--- src/rtl/spike_window_classifier_pkg.sv ---
// Shared FSM state encoding and result codes for the spike-window classifier.
package spike_window_classifier_pkg;

    localparam logic [1:0] ST_SETTLE = 2'd0;
    localparam logic [1:0] ST_COUNT  = 2'd1;
    localparam logic [1:0] ST_DECIDE = 2'd2;

    localparam logic [1:0] NO_SPIKES = 2'b00;
    localparam logic [1:0] NEURON0   = 2'b01;
    localparam logic [1:0] NEURON1   = 2'b10;
    localparam logic [1:0] TIE       = 2'b11;

    function automatic logic [1:0] classify(input logic [31:0] c0, input logic [31:0] c1);
        if (c0 == 32'd0 && c1 == 32'd0) return NO_SPIKES;
        if (c0 > c1)                    return NEURON0;
        if (c1 > c0)                    return NEURON1;
        return TIE;
    endfunction

endpackage

--- src/rtl/spike_sync_edge.sv ---
// One spike line: two-flop synchronizer followed by a registered rising-edge detector.
module spike_sync_edge (
    input  logic S_AXI_ACLK,
    input  logic S_AXI_ARESETN,
    input  logic spike_async,
    output logic spike_rise
);

    logic sync_p0;
    logic sync_p1;
    logic prev_p2;

    always_ff @(posedge S_AXI_ACLK or negedge S_AXI_ARESETN) begin
        if (!S_AXI_ARESETN) begin
            sync_p0    <= 1'b0;
            sync_p1    <= 1'b0;
            prev_p2    <= 1'b0;
            spike_rise <= 1'b0;
        end else begin
            sync_p0    <= spike_async;
            sync_p1    <= sync_p0;
            prev_p2    <= sync_p1;
            spike_rise <= sync_p1 & ~prev_p2;
        end
    end

endmodule

--- src/rtl/spike_window_classifier.sv ---
// Counts output-neuron spikes over fixed windows and publishes which neuron won.
module spike_window_classifier
    import spike_window_classifier_pkg::*;
#(
    parameter int C_S_AXI_ACLK_FREQ_HZ = 100000000,
    parameter int WINDOW_CYCLES        = 1000000,
    parameter int SETTLE_CYCLES        = 1000,
    parameter int CNT_WIDTH            = 16
) (
    input  logic                 S_AXI_ACLK,
    input  logic                 S_AXI_ARESETN,
    input  logic [1:0]           asic_spike_in,
    input  logic [1:0]           char_select,
    output logic [1:0]           network_output,
    output logic                 result_valid,
    output logic [CNT_WIDTH-1:0] spike_count0,
    output logic [CNT_WIDTH-1:0] spike_count1
);

    localparam int TMR_MAX = (WINDOW_CYCLES > SETTLE_CYCLES) ? WINDOW_CYCLES : SETTLE_CYCLES;
    localparam int TMR_W   = $clog2(TMR_MAX + 1);
    localparam logic [TMR_W-1:0]     SETTLE_LAST = TMR_W'(SETTLE_CYCLES - 1);
    localparam logic [TMR_W-1:0]     WINDOW_LAST = TMR_W'(WINDOW_CYCLES - 1);
    localparam logic [CNT_WIDTH-1:0] CNT_MAX     = '1;

    if (WINDOW_CYCLES < 2)        begin : g_bad_window $error("WINDOW_CYCLES must be >= 2"); end
    if (SETTLE_CYCLES < 1)        begin : g_bad_settle $error("SETTLE_CYCLES must be >= 1"); end
    if (C_S_AXI_ACLK_FREQ_HZ < 1) begin : g_bad_freq   $error("C_S_AXI_ACLK_FREQ_HZ must be positive"); end

    function automatic logic [CNT_WIDTH-1:0] sat_inc(input logic [CNT_WIDTH-1:0] v, input logic en);
        if (en && v != CNT_MAX) return v + 1'b1;
        return v;
    endfunction

    logic [1:0]           rise_p3;
    logic [1:0]           state;
    logic [TMR_W-1:0]     timer;
    logic [1:0]           char_shadow;
    logic [CNT_WIDTH-1:0] cnt0;
    logic [CNT_WIDTH-1:0] cnt1;

    // Input synchronization and edge detection, three clocks deep
    for (genvar ch = 0; ch < 2; ch++) begin : g_sync
        spike_sync_edge u_sync (
            .S_AXI_ACLK    (S_AXI_ACLK),
            .S_AXI_ARESETN (S_AXI_ARESETN),
            .spike_async   (asic_spike_in[ch]),
            .spike_rise    (rise_p3[ch])
        );
    end

    // Window FSM; a stimulus change overrides every state, including DECIDE
    always_ff @(posedge S_AXI_ACLK or negedge S_AXI_ARESETN) begin
        if (!S_AXI_ARESETN) begin
            state          <= ST_SETTLE;
            timer          <= '0;
            char_shadow    <= 2'b00;
            cnt0           <= '0;
            cnt1           <= '0;
            network_output <= NO_SPIKES;
            result_valid   <= 1'b0;
            spike_count0   <= '0;
            spike_count1   <= '0;
        end else begin
            result_valid <= 1'b0;
            char_shadow  <= char_select;
            if (char_select != char_shadow) begin
                state          <= ST_SETTLE;
                timer          <= '0;
                cnt0           <= '0;
                cnt1           <= '0;
                network_output <= NO_SPIKES;
            end else begin
                case (state)
                    ST_SETTLE: begin
                        cnt0 <= '0;
                        cnt1 <= '0;
                        if (timer == SETTLE_LAST) begin
                            state <= ST_COUNT;
                            timer <= '0;
                        end else begin
                            timer <= timer + 1'b1;
                        end
                    end
                    ST_COUNT: begin
                        cnt0 <= sat_inc(cnt0, rise_p3[0]);
                        cnt1 <= sat_inc(cnt1, rise_p3[1]);
                        if (timer == WINDOW_LAST) begin
                            state <= ST_DECIDE;
                            timer <= '0;
                        end else begin
                            timer <= timer + 1'b1;
                        end
                    end
                    ST_DECIDE: begin
                        network_output <= classify(32'(cnt0), 32'(cnt1));
                        spike_count0   <= cnt0;
                        spike_count1   <= cnt1;
                        result_valid   <= 1'b1;
                        cnt0           <= '0;
                        cnt1           <= '0;
                        state          <= ST_COUNT;
                        timer          <= '0;
                    end
                    default: begin
                        state <= ST_SETTLE;
                        timer <= '0;
                    end
                endcase
            end
        end
    end

endmodule

--- config.mk ---
export PLATFORM = sky130hd
export DESIGN_NAME = spike_window_classifier
export DESIGN_NICKNAME = d
export VERILOG_FILES = /design/src/rtl/spike_window_classifier_pkg.sv /design/src/rtl/spike_sync_edge.sv /design/src/rtl/spike_window_classifier.sv
export SDC_FILE = /design/constraint.sdc
export NUM_CORES = 1
export LEC_CHECK = 0
export CAP_MARGIN = 20
export CORE_UTILIZATION = 35
export CTS_CLUSTER_SIZE = 20
export DETAILED_ROUTE_END_ITERATION = 7
export PLACE_DENSITY = 0.64
export SYNTH_ARGS = -nofsm -noshare
export SYNTH_HDL_FRONTEND = slang
export SYNTH_SLANG_ARGS = --single-unit
export TNS_END_PERCENT = 50
--- constraint.sdc ---
create_clock -name S_AXI_ACLK -period 2.1 [get_ports S_AXI_ACLK]
set_input_delay 0.315 -clock S_AXI_ACLK [delete_from_list [all_inputs] [get_ports S_AXI_ACLK]]
set_output_delay 0.315 -clock S_AXI_ACLK [all_outputs]
set_load 0.01 [all_outputs]
==> run summary, run 1 <==
Routed Wire Length: 11200 um
Finish-stage setup viols: 0
vias: 3837
first drt pass iteration count: 4
routability cong.: 0.8921
GRT Total Usage: 16.78%
cell taking the most area after synthesis: dfrtp_1
worst setup margin: 142.2 ps
nets@finish: 588
Worst path slowest cell: a2111oi_0
CTS tree: done
status: complete, no violations
cell row count: 42
minimum clock period: 1958 ps
Critical Path Start Type: register
crit path DAT: 2210 ps
share of layout cells above drive strength 1: 9.364%
crit-path cells: and4_4 > and4_4 > a2111oi_0 > buf_4 > xnor2_1 > nor2_1
antenna violations before repair: 0
HPWL after DPL: 8120 um
CP most frequent cell: and4_4
Peak VDD IR: 0.4299 mV
area growth from synthesis to layout: 22.23%
Layout Skew: 6.854 ps
worst-skew pair later-pin latency: 360 ps
routed len/inst: 15.10 um
Power Density: 612.8 nW/um2
via-per-instance ratio: 5.171
DRT antenna net count: 0
final setup TNS: 0 ps
initial core utilization: 36.25%
distinct cell type count after synthesis: 46
DP Worst Slack: 54.97 ps
Hold WS: 349.6 ps
Worst Tran Pin Value: 725.3 ps
Final Cycle Share: 93.23%
Ys Warns: 0
largest net degree at the start of global routing: 55
Critical Path RT: 2350 ps
Root Buffer: clkbuf_16
Sink Count: 99
first-pass GRT wire length: 18750 um
area share of the largest cell type after synthesis: 51.00%
Synth Cell Area: 4857 um2
Post-Synthesis Cells: 498
Post-CTS Repair Setup Buffers: 0
Layout fillers: 1279
CP max FO: 12
htree depth: 3
Slew HR: 50.39%
Max Freq: 510.8 MHz
Slew Viols, Final: 0
Reg clk slew, reported paths: 70 ps
sequential area share after synthesis: 51.00%
Inserted Diodes: 0
Post-synth top cells: dfrtp_1, nand2_1, nor2_1
Post-synth EDFFs: 0
drt first-iter violations: 275
ys flop type: dfrtp_1
RSZ-0062 raised after global routing: no
gr ovfl total: 0
Hold Vio Cnt, Final: 0
flop and latch count out of synthesis: 99
die area: 14350 um2
Critical Path End Type: register
most frequent cell after synthesis: dfrtp_1
Crit Path Class: register to register
CP bufs+invs: 1
Async SR Flop Fraction: 100.0%
Min-Delay Path Class: register to register
leakage power: 2.565 nW
Boundary Pins: 41
Finished Cell Area: 5937 um2
Die X-Extent: 119.8 um
syn nets: 525
max incr delay on CP: 510 ps
CTS Buf Count: 9
top cells by area, synth: dfrtp_1, nand2_1, ha_1
IO buf count: 40
Die Ht: 119.8 um
Post-DP Area: 5620 um2
DRC viols: 0
CTS Buffer Depth: 2
vias in the first global route: 3754
syn avg cell area: 9.753 um2
MaxCap Viol Count: 0
Top Family by Delay on Critical Path: simple AND/OR/NAND/NOR gates
core area: 13400 um2
## metal layers
layer,wire [um],GRT usage [%]
met5,0,0
met4,286,8.125
met2,5014,25.11
met1,5463,23.53
met3,437,2.804
## state kept, by name, summed over array words and instances, names as in the netlist, 2 cells and up
signal,flops
cnt0,16
g_sync.u_sync.prev_p2,2
timer,20
spike_count0,16
spike_count1,16
char_shadow,2
g_sync.u_sync.sync_p1,2
cnt1,16
network_output,2
g_sync.u_sync.sync_p0,2
state,2
g_sync.u_sync.spike_rise,2
## repair_timing
item | 4_1_cts | 5_1_grt
endpoints found under the setup margin | 0 | 14
resized for setup | 0 | 4
hold buffers | 1 | 0
hold endpoints to repair | 16 | 0
## metrics by stage
stage | total power, mW | std cells | util [%]
floorplan | 2.000 | 498 | -
global placement | 2.063 | 725 | 41.94
detailed placement | 2.066 | 725 | 41.94
CTS | 3.678 | 742 | 44.16
global route | 3.766 | 742 | 44.30
finish | 3.638 | 742 | 44.30
## where the power goes
part | total [mW] | switching (mW) | internal, mW
Combinational | 0.102 | 0.0685 | 0.0335
Clock | 1.61 | 0.762 | 0.848
Sequential | 1.93 | 0.00690 | 1.92
## path summary, 6_finish.rpt
path / from / to / slack (ps) / cells past startpoint
max: cnt1[10] / cnt1[11] / 140 / 6
max in group asynchronous: S_AXI_ARESETN / cnt1[5] / 1090 / 3
max reg2reg: cnt1[10] / cnt1[11] / 140 / 6
min reg2reg: g_sync[1].u_sync.sync_p0 / g_sync[1].u_sync.sync_p1 / 350 / 0
min in group asynchronous: S_AXI_ARESETN / spike_count0[3] / 360 / 2
min: g_sync[1].u_sync.sync_p0 / g_sync[1].u_sync.sync_p1 / 350 / 0
## logic make-up (layout without fill, tap and decap cells)
family	count (synthesis)	after routing	share of synthesized area [%]
and+or+nand+nor	227	227	23.21
DFF	99	99	51.00
AOI/OAI and AO/OA	75	75	9.789
xor gates and xnor gates	37	37	6.672
buffers and inverters	37	105	3.503
adders and majority gates	21	21	5.410
muxes	2	2	0.4122
## area by class of cell
class	instances	area (um2)	share of cell area, %
timing repair buffer	67	640.6	10.79
multi-input combinational	362	2227	37.51
sequential	99	2479	41.75
clock inverter	6	48.80	0.8219
tap	176	220.2	3.709
inverter	22	82.58	1.391
clock buffer	10	239.0	4.025
## cells in the final DEF, fill, tap and decap left out, types with 2 or more instances in the layout
cell / n
dfrtp_1: 98
nand2_1: 86
nor2_1: 49
clkdlybuf4s50_1: 39
o21ai_0: 31
buf_4: 24
inv_1: 22
xnor2_1: 22
ha_1: 21
nand3_1: 18
nand4_1: 17
a21oi_1: 16
xor2_1: 15
clkbuf_16: 9
or4_1: 8
nor4_1: 7
and3_1: 6
or3_1: 6
o211ai_1: 6
a211oi_1: 5
a2111oi_0: 5
nand2b_1: 4
nor3_1: 4
and4_1: 4
nor2b_1: 4
nor4b_1: 3
a2111o_1: 3
clkinv_4: 3
buf_12: 3
nand3b_1: 2
mux2i_1: 2
and4_4: 2
inv_6: 2
No activity file was read; power rests on OpenSTA's default activity.
==> inputs of run 2 (changes only) <==
ABC_CLOCK_PERIOD_IN_PS = 2100   (was default)
PLACE_DENSITY = default   (was 0.64)
PLACE_DENSITY_LB_ADDON = 0.15   (was default)
==> run 2 against run 1 <==
Compared with the run above: power rose by 3.7%; combinational power barely moved; worst setup slack got worse by 16 ps; hold slack improved by 2.0 ps; sequential power barely moved; maximum frequency fell by 0.82%; first-iteration DRC count fell by 29%; largest cell class unchanged.
==> run summary, run 2 (synthesized netlist as in run 1, its figures left out) <==
status: complete, no violations
first-pass GRT wire length: 19390 um (+3.4%)
Slew HR: 64.76% (+14 points)
vias in the first global route: 3772 (+0.48%)
final core occ: 44.81% (+0.50 points)
minimum clock period: 1974 ps (+16.19 ps)
Peak VDD IR: 0.3546 mV (-18%)
Critical Path RT: 2340 ps (about the same)
largest net degree at the start of global routing: 48 (-13%)
Inserted Diodes: 0 (unchanged)
final setup TNS: 0 ps (unchanged)
post-cts sizing count: 0 (unchanged)
DRT antenna net count: 0 (unchanged)
first drt pass iteration count: 4 (unchanged)
commonest non-fill, non-tap cell in the layout: dfrtp_1
Root Buffer: clkbuf_16
Post-DP Area: 5680 um2 (+1.1%)
routed len/inst: 15.19 um (+0.60%)
CTS Buf Count: 9 (unchanged)
Critical Path Start Type: register
Min-Delay Path Class: register to register
max incr delay on CP: 530 ps (+20 ps)
Finish-stage setup viols: 0 (unchanged)
Placed Instances: 733 (+1.1%)
antenna violations before repair: 0 (unchanged)
Power Density: 628.5 nW/um2 (+2.6%)
Die Ht: 119.8 um (unchanged)
gr ovfl total: 0 (unchanged)
Layout Skew: 7.055 ps (+0.2018 ps)
DRC viols: 0 (unchanged)
Final Cycle Share: 94.00% (+0.77 points)
Worst path slowest cell: or4_1
Boundary Pins: 41 (unchanged)
Worst Tran Pin Value: 515.2 ps (-210.1 ps)
drt first-iter violations: 194 (-29%)
Critical Path End Type: register
Sink Count: 99 (unchanged)
share of layout cells above drive strength 1: 9.773% (+0.41 points)
nets@finish: 596 (+1.4%)
crit-path cells: or4_1 > nor4_1 > a32o_1 > or3_1 > buf_12 > nor2_1
Finished Cell Area: 6005 um2 (+1.1%)
CP max FO: 18 (+6)
Max Freq: 506.6 MHz (-0.82%)
worst setup margin: 126.0 ps (-16.19 ps)
vias: 3876 (+1.0%)
htree depth: 3 (unchanged)
Largest Register: timer
Layout fillers: 1314 (+2.7%)
via-per-instance ratio: 5.175 (about the same)
total power: 3.774 mW (+3.7%)
MaxCap Viol Count: 0 (unchanged)
Slew Viols, Final: 0 (unchanged)
die area: 14350 um2 (unchanged)
max FFs per register: 20 (unchanged)
Crit Path Class: register to register
Post-CTS Repair Setup Buffers: 0 (unchanged)
CTS Buffer Depth: 2 (unchanged)
GRT Total Usage: 17.48% (+0.70 points)
initial core utilization: 36.25% (unchanged)
CTS tree: done
RSZ-0062 raised after global routing: no
Layout Cells excl Fill: 749 (+0.94%)
Hold Vio Cnt, Final: 0 (unchanged)
crit path DAT: 2220 ps (about the same)
number of hold buffers added after CTS: 1 (unchanged)
most frequent cells in the layout: dfrtp_1, nand2_1, nor2_1
worst-skew pair later-pin latency: 360 ps (about the same)
cell row count: 42 (unchanged)
Reg clk slew, reported paths: 70 ps (about the same)
area growth from synthesis to layout: 23.62%
HPWL after DPL: 8371 um (+3.1%)
Routed Wire Length: 11380 um (+1.6%)
Top Family by Delay on Critical Path: simple AND/OR/NAND/NOR gates
leakage power: 2.605 nW (+1.6%)
Hold WS: 351.6 ps (+1.959 ps)
routability cong.: 0.8331 (-6.6%)
CP bufs+invs: 1 (unchanged)
DP Worst Slack: 69.90 ps (+14.93 ps)
core area: 13400 um2 (unchanged)
IO buf count: 40 (unchanged)
Die X-Extent: 119.8 um (unchanged)
[run 2: report_power, final]
part	switching (mW)	internal [mW]
combinational	0.0682	0.0361
clock	0.696	1.05
sequential	0.00651	1.92
total	0.770	3.00
[run 2: area by class of cell]
cell class              count  area (um2)  area share, %
clock inverters             1       30.03         0.5001
flip-flops and latches     99        2477          41.26
multi-input cells         362        2210          36.80
repair buffers             75       700.7          11.67
inverters                  22       82.58          1.375
well taps                 176       220.2          3.667
clock buffers              14       284.0          4.730
[run 2: worst paths after layout]
check	startpoint	end	slack, ps	cells after the start
setup / recovery	timer[16]	timer[11]	130	6
hold / removal	g_sync[0].u_sync.sync_p0	g_sync[0].u_sync.sync_p1	350	0
setup reg to reg	timer[16]	timer[11]	130	6
hold reg to reg	g_sync[0].u_sync.sync_p0	g_sync[0].u_sync.sync_p1	350	0
max in group asynchronous	S_AXI_ARESETN	cnt1[2]	970	3
min in group asynchronous	S_AXI_ARESETN	timer[18]	430	2
[run 2: per-layer routing]
metal	global-route usage [%]	wire length, um	vias up
met5	0	0	-
met4	4.453	97	0
met3	5.038	509	6
met2	26.70	5193	64
met1	24.23	5574	1916
li1	-	-	1890
[run 2: worst reg2reg max path, stage by stage (launching register included)]
cell and delay (ps):
dfrtp_1 430, or4_1 530, nor4_1 320, a32o_1 220
or3_1 150, buf_12 150, nor2_1 60
